**config.mk**
```make
export PLATFORM = sky130hd
export DESIGN_NAME = popcount_frame_accum
export DESIGN_NICKNAME = d
export VERILOG_FILES = /design/src/rtl/popcount_frame_accum.sv
export SDC_FILE = /design/constraint.sdc
export NUM_CORES = 1
export LEC_CHECK = 0
export CORE_MARGIN = 5
export CORE_UTILIZATION = 26
export DETAILED_ROUTE_END_ITERATION = 8
export GPL_TIMING_DRIVEN = 1
export MAX_ROUTING_LAYER = met4
export PLACE_DENSITY = 0.48
export SYNTH_ARGS = -nofsm -noshare
export SYNTH_HDL_FRONTEND = slang
export SYNTH_SLANG_ARGS = --single-unit
```
**constraint.sdc**
```tcl
create_clock -name clk -period 5.4 [get_ports clk]
set_input_delay 0.81 -clock clk [delete_from_list [all_inputs] [get_ports clk]]
set_output_delay 0.81 -clock clk [all_outputs]
set_load 0.05 [all_outputs]
```
**src/rtl/popcount_frame_accum.sv**
```systemverilog
// Two-stage frame popcount accumulator: stage 1 registers the per-word set-bit
// count, stage 2 sums counts and words per frame (saturating) into a result register.
// Optional build macro POPCNT_MAX_EN adds per-frame maximum word count on out_max.
module popcount_frame_accum (
  input  logic        clk,
  input  logic        rst,
  input  logic        in_valid,
  output logic        in_ready,
  input  logic [31:0] in_data,
  input  logic        in_last,
  output logic        out_valid,
  input  logic        out_ready,
  output logic [15:0] out_total,
  output logic [15:0] out_words,
  output logic        out_sat
`ifdef POPCNT_MAX_EN
  ,
  output logic [5:0]  out_max
`endif
);

  function automatic logic [5:0] popcount32(input logic [31:0] d);
    logic [5:0] c;
    c = 6'd0;
    for (int i = 0; i < 32; i++) begin
      c = c + {5'd0, d[i]};
    end
    return c;
  endfunction

  logic        s1_valid;
  logic [5:0]  s1_cnt;
  logic        s1_last;

  logic [15:0] acc_total;
  logic [15:0] acc_words;
  logic        acc_sat;

  logic        s1_hold;
  logic        accept;
  logic        s2_take;
  logic        complete;
  logic        xfer;

  logic [16:0] sum_total;
  logic [16:0] sum_words;
  logic [15:0] total_next;
  logic [15:0] words_next;
  logic        sat_next;

  // A last beat may only leave stage 1 when the result register can take it.
  assign s1_hold  = s1_valid & s1_last & out_valid & ~out_ready;
  assign in_ready = ~s1_hold;
  assign accept   = in_valid & in_ready;
  assign s2_take  = s1_valid & ~s1_hold;
  assign complete = s2_take & s1_last;
  assign xfer     = out_valid & out_ready;

  assign sum_total  = {1'b0, acc_total} + {11'd0, s1_cnt};
  assign sum_words  = {1'b0, acc_words} + 17'd1;
  assign total_next = sum_total[16] ? 16'hFFFF : sum_total[15:0];
  assign words_next = sum_words[16] ? 16'hFFFF : sum_words[15:0];
  assign sat_next   = acc_sat | sum_total[16] | sum_words[16];

`ifdef POPCNT_MAX_EN
  logic [5:0] acc_max;
  logic [5:0] max_next;

  assign max_next = (s1_cnt > acc_max) ? s1_cnt : acc_max;

  always_ff @(posedge clk) begin
    if (rst) begin
      acc_max <= 6'd0;
      out_max <= 6'd0;
    end else begin
      if (s2_take) begin
        acc_max <= s1_last ? 6'd0 : max_next;
      end
      if (complete) begin
        out_max <= max_next;
      end
    end
  end
`endif

  always_ff @(posedge clk) begin
    if (rst) begin
      s1_valid  <= 1'b0;
      s1_cnt    <= 6'd0;
      s1_last   <= 1'b0;
      acc_total <= 16'd0;
      acc_words <= 16'd0;
      acc_sat   <= 1'b0;
      out_valid <= 1'b0;
      out_total <= 16'd0;
      out_words <= 16'd0;
      out_sat   <= 1'b0;
    end else begin
      if (!s1_hold) begin
        s1_valid <= accept;
        if (accept) begin
          s1_cnt  <= popcount32(in_data);
          s1_last <= in_last;
        end
      end

      if (s2_take) begin
        if (s1_last) begin
          acc_total <= 16'd0;
          acc_words <= 16'd0;
          acc_sat   <= 1'b0;
        end else begin
          acc_total <= total_next;
          acc_words <= words_next;
          acc_sat   <= sat_next;
        end
      end

      // Completion wins over transfer: a simultaneous pair keeps the register full.
      if (complete) begin
        out_valid <= 1'b1;
        out_total <= total_next;
        out_words <= words_next;
        out_sat   <= sat_next;
      end else if (xfer) begin
        out_valid <= 1'b0;
      end
    end
  end

endmodule

```
### Word level (Yosys, flattened, before mapping)

Index checks and enable logic that the tools add are counted.

| cells by class | value |
|---|---|
| add/subtract/negate cells | 33 |
| muxes and demuxes | 7 |
| bitwise gates (word level) | 11 |
| reduce and logical (&&, ||, !) cells | 2 |

Operator list:

| cell | number |
|---|---|
| 6-bit by 1-bit adder with 6-bit output | 26 |
| 16-bit 2-to-1 mux | 4 |
| 16-bit by 1-bit adder with 17-bit output (second input constant) | 1 |
| 16-bit by 6-bit adder with 17-bit output | 1 |
| 1-bit bitwise AND | 7 |
| 5-bit by 1-bit adder with 6-bit output | 1 |
| 4-bit by 1-bit adder with 5-bit output | 1 |
| 3-bit by 1-bit adder with 4-bit output | 1 |
| 2-bit by 1-bit adder with 3-bit output | 1 |
| 1-bit 2-to-1 mux | 3 |
| 1-bit by 1-bit adder with 2-bit output | 1 |
| 1-bit NOT | 2 |
| 1-bit OR | 2 |
| 2-bit AND reduction | 1 |
| 2-bit nonzero test | 1 |

| word-level totals | value |
|---|---|
| register bits | 75 |
| input port bits | 37 |
| output and inout bits | 35 |
| word-level logic and storage cells | 63 |

### Logic depth before layout (Yosys ltp)

| depth | value |
|---|---|
| depth in word-level cells | 31 |
| depth in mapped cells | 16 |
| depth with buffers taken out | 16 |

### Worst setup path before layout

Ideal clock, no wire load.

| timing | value |
|---|---|
| kind | input to register |
| from | input port in_data[0] |
| to | register s1_cnt[5] |
| arrival time | 4.880 ns |
| data required time | 5.268 ns |
| slack | 0.388 ns |
| cell stages on the path | 16 |
| buffers on the path | 0 |
| cell sequence | inv_1 fa_1 fa_1 inv_1 fa_1 fa_1 fa_1 inv_1 fa_1 inv_1 ha_1 a21o_1 a21oi_1 nor2b_1 o211ai_1 a21oi_1 |

| on the way | value |
|---|---|
| word-level cells in the longest chain between the ends | 31 |

RTL lines:

| item | RTL line | source |
|---|---|---|
| from (decl) | 9 | `input logic [31:0] in_data,` |
| 1-bit by 1-bit adder with 2-bit output | 26 | `c = c + {5'd0, d[i]};` |
| 2-bit by 1-bit adder with 3-bit output | 26 |  |
| 3-bit by 1-bit adder with 4-bit output | 26 |  |
| 4-bit by 1-bit adder with 5-bit output | 26 |  |
| 5-bit by 1-bit adder with 6-bit output | 26 |  |
| 6-bit by 1-bit adder with 6-bit output (26 in series) | 26 |  |
| to (signal assigned) | 102 | `s1_cnt <= popcount32(in_data);` |
| to (decl) | 32 | `logic [5:0] s1_cnt;` |

No other way between the ends.
A chain may end at the register's enable or synchronous reset.

### Worst setup path in the final report

| timing | value |
|---|---|
| from | input port in_data[3] |
| to | register s1_cnt[4] |

| on the way | value |
|---|---|
| word-level cells in the longest chain between the ends | 29 |

RTL lines:

| item | RTL line |
|---|---|
| 3-bit by 1-bit adder with 4-bit output | 26 |
| 4-bit by 1-bit adder with 5-bit output | 26 |
| 5-bit by 1-bit adder with 6-bit output | 26 |
| 6-bit by 1-bit adder with 6-bit output (26 in series) | 26 |

No other way between the ends.

==> flow_summary.ini <==
[cts]
path_clk_slew_ns = 0.06
cts_max_level = 3
numCtsBuffers = 9
cts_hold_buf = 0
clk_latency_ns = 0.33
root_buffer = clkbuf_16
cts_setup_buffers = 0
clockBufferDepth = 2
cts_tree = built
cts.sinks = 75
cts_resized = 0

[sta]
tightest_slew_ns = 1.06
finalCritPeriodShare = 0.964
timing.slew.headroom = 0.290
min_period_ns = 5.21
rsz0062_at_grt = no
skew_ns = 0.00685
hold_violations = 0
drv_slew = 0
timing.fmax_mhz = 192
hold_slack_ns = 0.456
finalSetupViolations = 0

[global_route]
grt_usage = 0.119
grt_pass1_vias = 3704
grt_pass1_wl_um = 18900
antenna_found_initial = 0
grt_overflow_total = 0
grt_max_degree = 56

[power]
power.leakage_nw = 2.23
power_density_nw_per_um2 = 378
power_mw = 2.17
ir_drop_mv = 0.260

[yosys]
ys_seq_area_frac = 0.333
synth_edf_count = 0
ys.flop_type = dfxtp_1
synth_top_family_by_area = compound AO/OA/AOI/OAI gates
synth_top_cells_by_area = dfxtp_1, fa_1, nor2_1, inv_1, ha_1
yosys.area_share.simple = 0.194
yosysTopAreaCellShare = 0.333
synth_xor_area_frac = 0.0330
synth_fp_nets = 606
synthesis.instances = 530
synth_compound_gate_area_share = 0.209
muxShareOfSynthArea = 0.00222
avgSynthCellArea_um2 = 8.51
synth-adder-area-share = 0.150
ys_ff_latch = 75
yosys.cell_types.count = 58
synth_largest_area_cell = dfxtp_1
ys_warn_count = 0
synthArstFlopShare = 0
synth_area_um2 = 4510

[job]
cap_violations = 0

[worst_setup_path]
crit_path_end_kind = register
arrival_ns = 5.46
critical_path_required_ns = 5.65
cp_max_fo = 2
startpoint_type = primary input
crit_type = primary input to register

[cells_and_area]
multi_input_area_um2 = 2670
regArea_um2 = 1500
drive_gt1_frac = 0.0628
fin_cells = 814
finalNetCount = 660
syn_to_final_growth_pct = 27.4
fillers = 1816
final_util = 0.335
antennaDiodeCount = 0
design_area_um2 = 5750

[routing]
viasPerCell = 4.74
wl_met3_um = 714
routedWlPerCell_um = 14.0
final_antenna_net_count = 0
drc = 0
drt_iter0_markers = 209
maxUsedRoutingLayer = met4
vias = 3860
wl_um = 11400
route.met2.wl_um = 5090
first_pass_iters = 4
wl_met1_um = 5480

[floorplanning]
chipWidth_um = 142
die_h_um = 142
initial_core_util = 0.263
std_cell_rows = 48
fp.dieArea_um2 = 20100
pin_count = 72
coreArea_um2 = 17200

[placed_design]
dp_hpwl_um = 8610
io_buffers = 71
post-place-cells = 798
place_congestion = 0.809
placed_area_um2 = 5400

[min_path]
worstHoldPathType = register to register

[status]
outcome = complete, no violations
path summary, 6_finish.rpt:
path	from	endpoint	slack, ns	depth (start not counted)
setup / recovery	in_data[3]	s1_cnt[4]	0.19	17
hold / removal	acc_total[2]	acc_total[2]	0.46	2
setup reg to reg	s1_cnt[0]	acc_total[15]	2.86	8
hold reg to reg	acc_total[2]	acc_total[2]	0.46	2
cell type report:
type / instances / share of cell area
well taps: 225 / 0.0490
repair buffers: 77 / 0.131
inverters: 53 / 0.0346
clock inverters: 5 / 0.0174
clock buffers: 11 / 0.0422
flip-flops and latches: 75 / 0.261
multi-input cells: 368 / 0.465
per-stage QoR:
stage | setup slack [ns] | setup TNS [ns]
finish | 0.195 | 0
global placement | -0.220 | -0.747
detailed placement | -0.293 | -1.01
CTS | 0.0609 | 0
global route | 0.00437 | 0
floorplan | 0.388 | 0
worst max-delay path, stage by stage:
cell	delay [ns]
clkdlybuf4s50_1	0.46
inv_1	0.05
fa_1	0.50
fa_1	0.52
fa_1	0.54
fa_1	0.44
fa_1	0.53
fa_1	0.40
inv_1	0.06
ha_1	0.16
inv_1	0.06
fa_2	0.34
nor2b_2	0.13
o21a_1	0.13
nor3_1	0.04
nand3b_1	0.15
a21oi_1	0.14
cells in the final DEF, fill, tap and decap left out, types with 3 or more instances in the layout:
master / instances
a211o_1: 3
a31oi_1: 5
dfxtp_1: 75
buf_4: 6
a311oi_1: 15
and3_1: 8
nand3b_1: 4
xnor2_1: 10
o21a_1: 5
nor3_1: 16
and2_1: 3
o21ai_0: 24
a22oi_1: 3
o211ai_1: 6
inv_1: 53
and4_1: 10
clkdlybuf4s50_1: 70
bufinv_16: 3
nor2b_1: 4
ha_1: 14
fa_1: 24
xor2_1: 7
nand4_1: 11
a21oi_1: 30
a211oi_1: 13
nand2_1: 38
nand3_1: 9
nand2b_1: 4
clkbuf_16: 9
a21o_1: 8
nor2_1: 58
routing by layer:
layer,global-route usage,vias to the layer above
li1,-,1967
met1,0.159,1789
met2,0.181,95
met3,0.0219,9
met4,0.0439,0
met5,-,-
report_power, final:
part / internal, mW / switching, mW
registers: 0.582 / 0.0169
clock network: 0.462 / 0.228
logic: 0.436 / 0.447
Yosys cell counts (3+ instances only):
cell       n
dfxtp_1   75
nand3_1    9
xor2_1     7
nand3b_1   4
a21oi_1   31
and4_1    10
a22oi_1    3
nor3_1    16
fa_1      25
ha_1      14
nand2_1   38
xnor2_1   10
o211ai_1   6
nand4_1   11
buf_2     10
a211o_1    3
o21a_1     5
and3_1     8
inv_1     53
nor2_1    59
a31oi_1    5
a211oi_1  13
a21o_1     8
a311oi_1  15
nor2b_1    5
and2_1     3
nand2b_1   4
clkbuf_1  19
o21ai_0   24
sequential cells by signal, summed over array words and instances, names as in the netlist:
register,count
acc_sat,1
acc_total,16
acc_words,16
out_sat,1
out_total,16
out_valid,1
out_words,16
s1_cnt,6
s1_last,1
s1_valid,1
cell families (layout without fill, tap and decap cells):
| kind of cell | after synthesis | after routing |
|---|---|---|
| muxes | 1 | 1 |
| AOI/OAI and AO/OA | 134 | 134 |
| adders and majority gates | 39 | 39 |
| xor gates and xnor gates | 17 | 17 |
| buffers and inverters | 87 | 146 |
| and+or+nand+nor | 177 | 177 |
| DFF | 75 | 75 |
(Power assumes the default switching activity.)
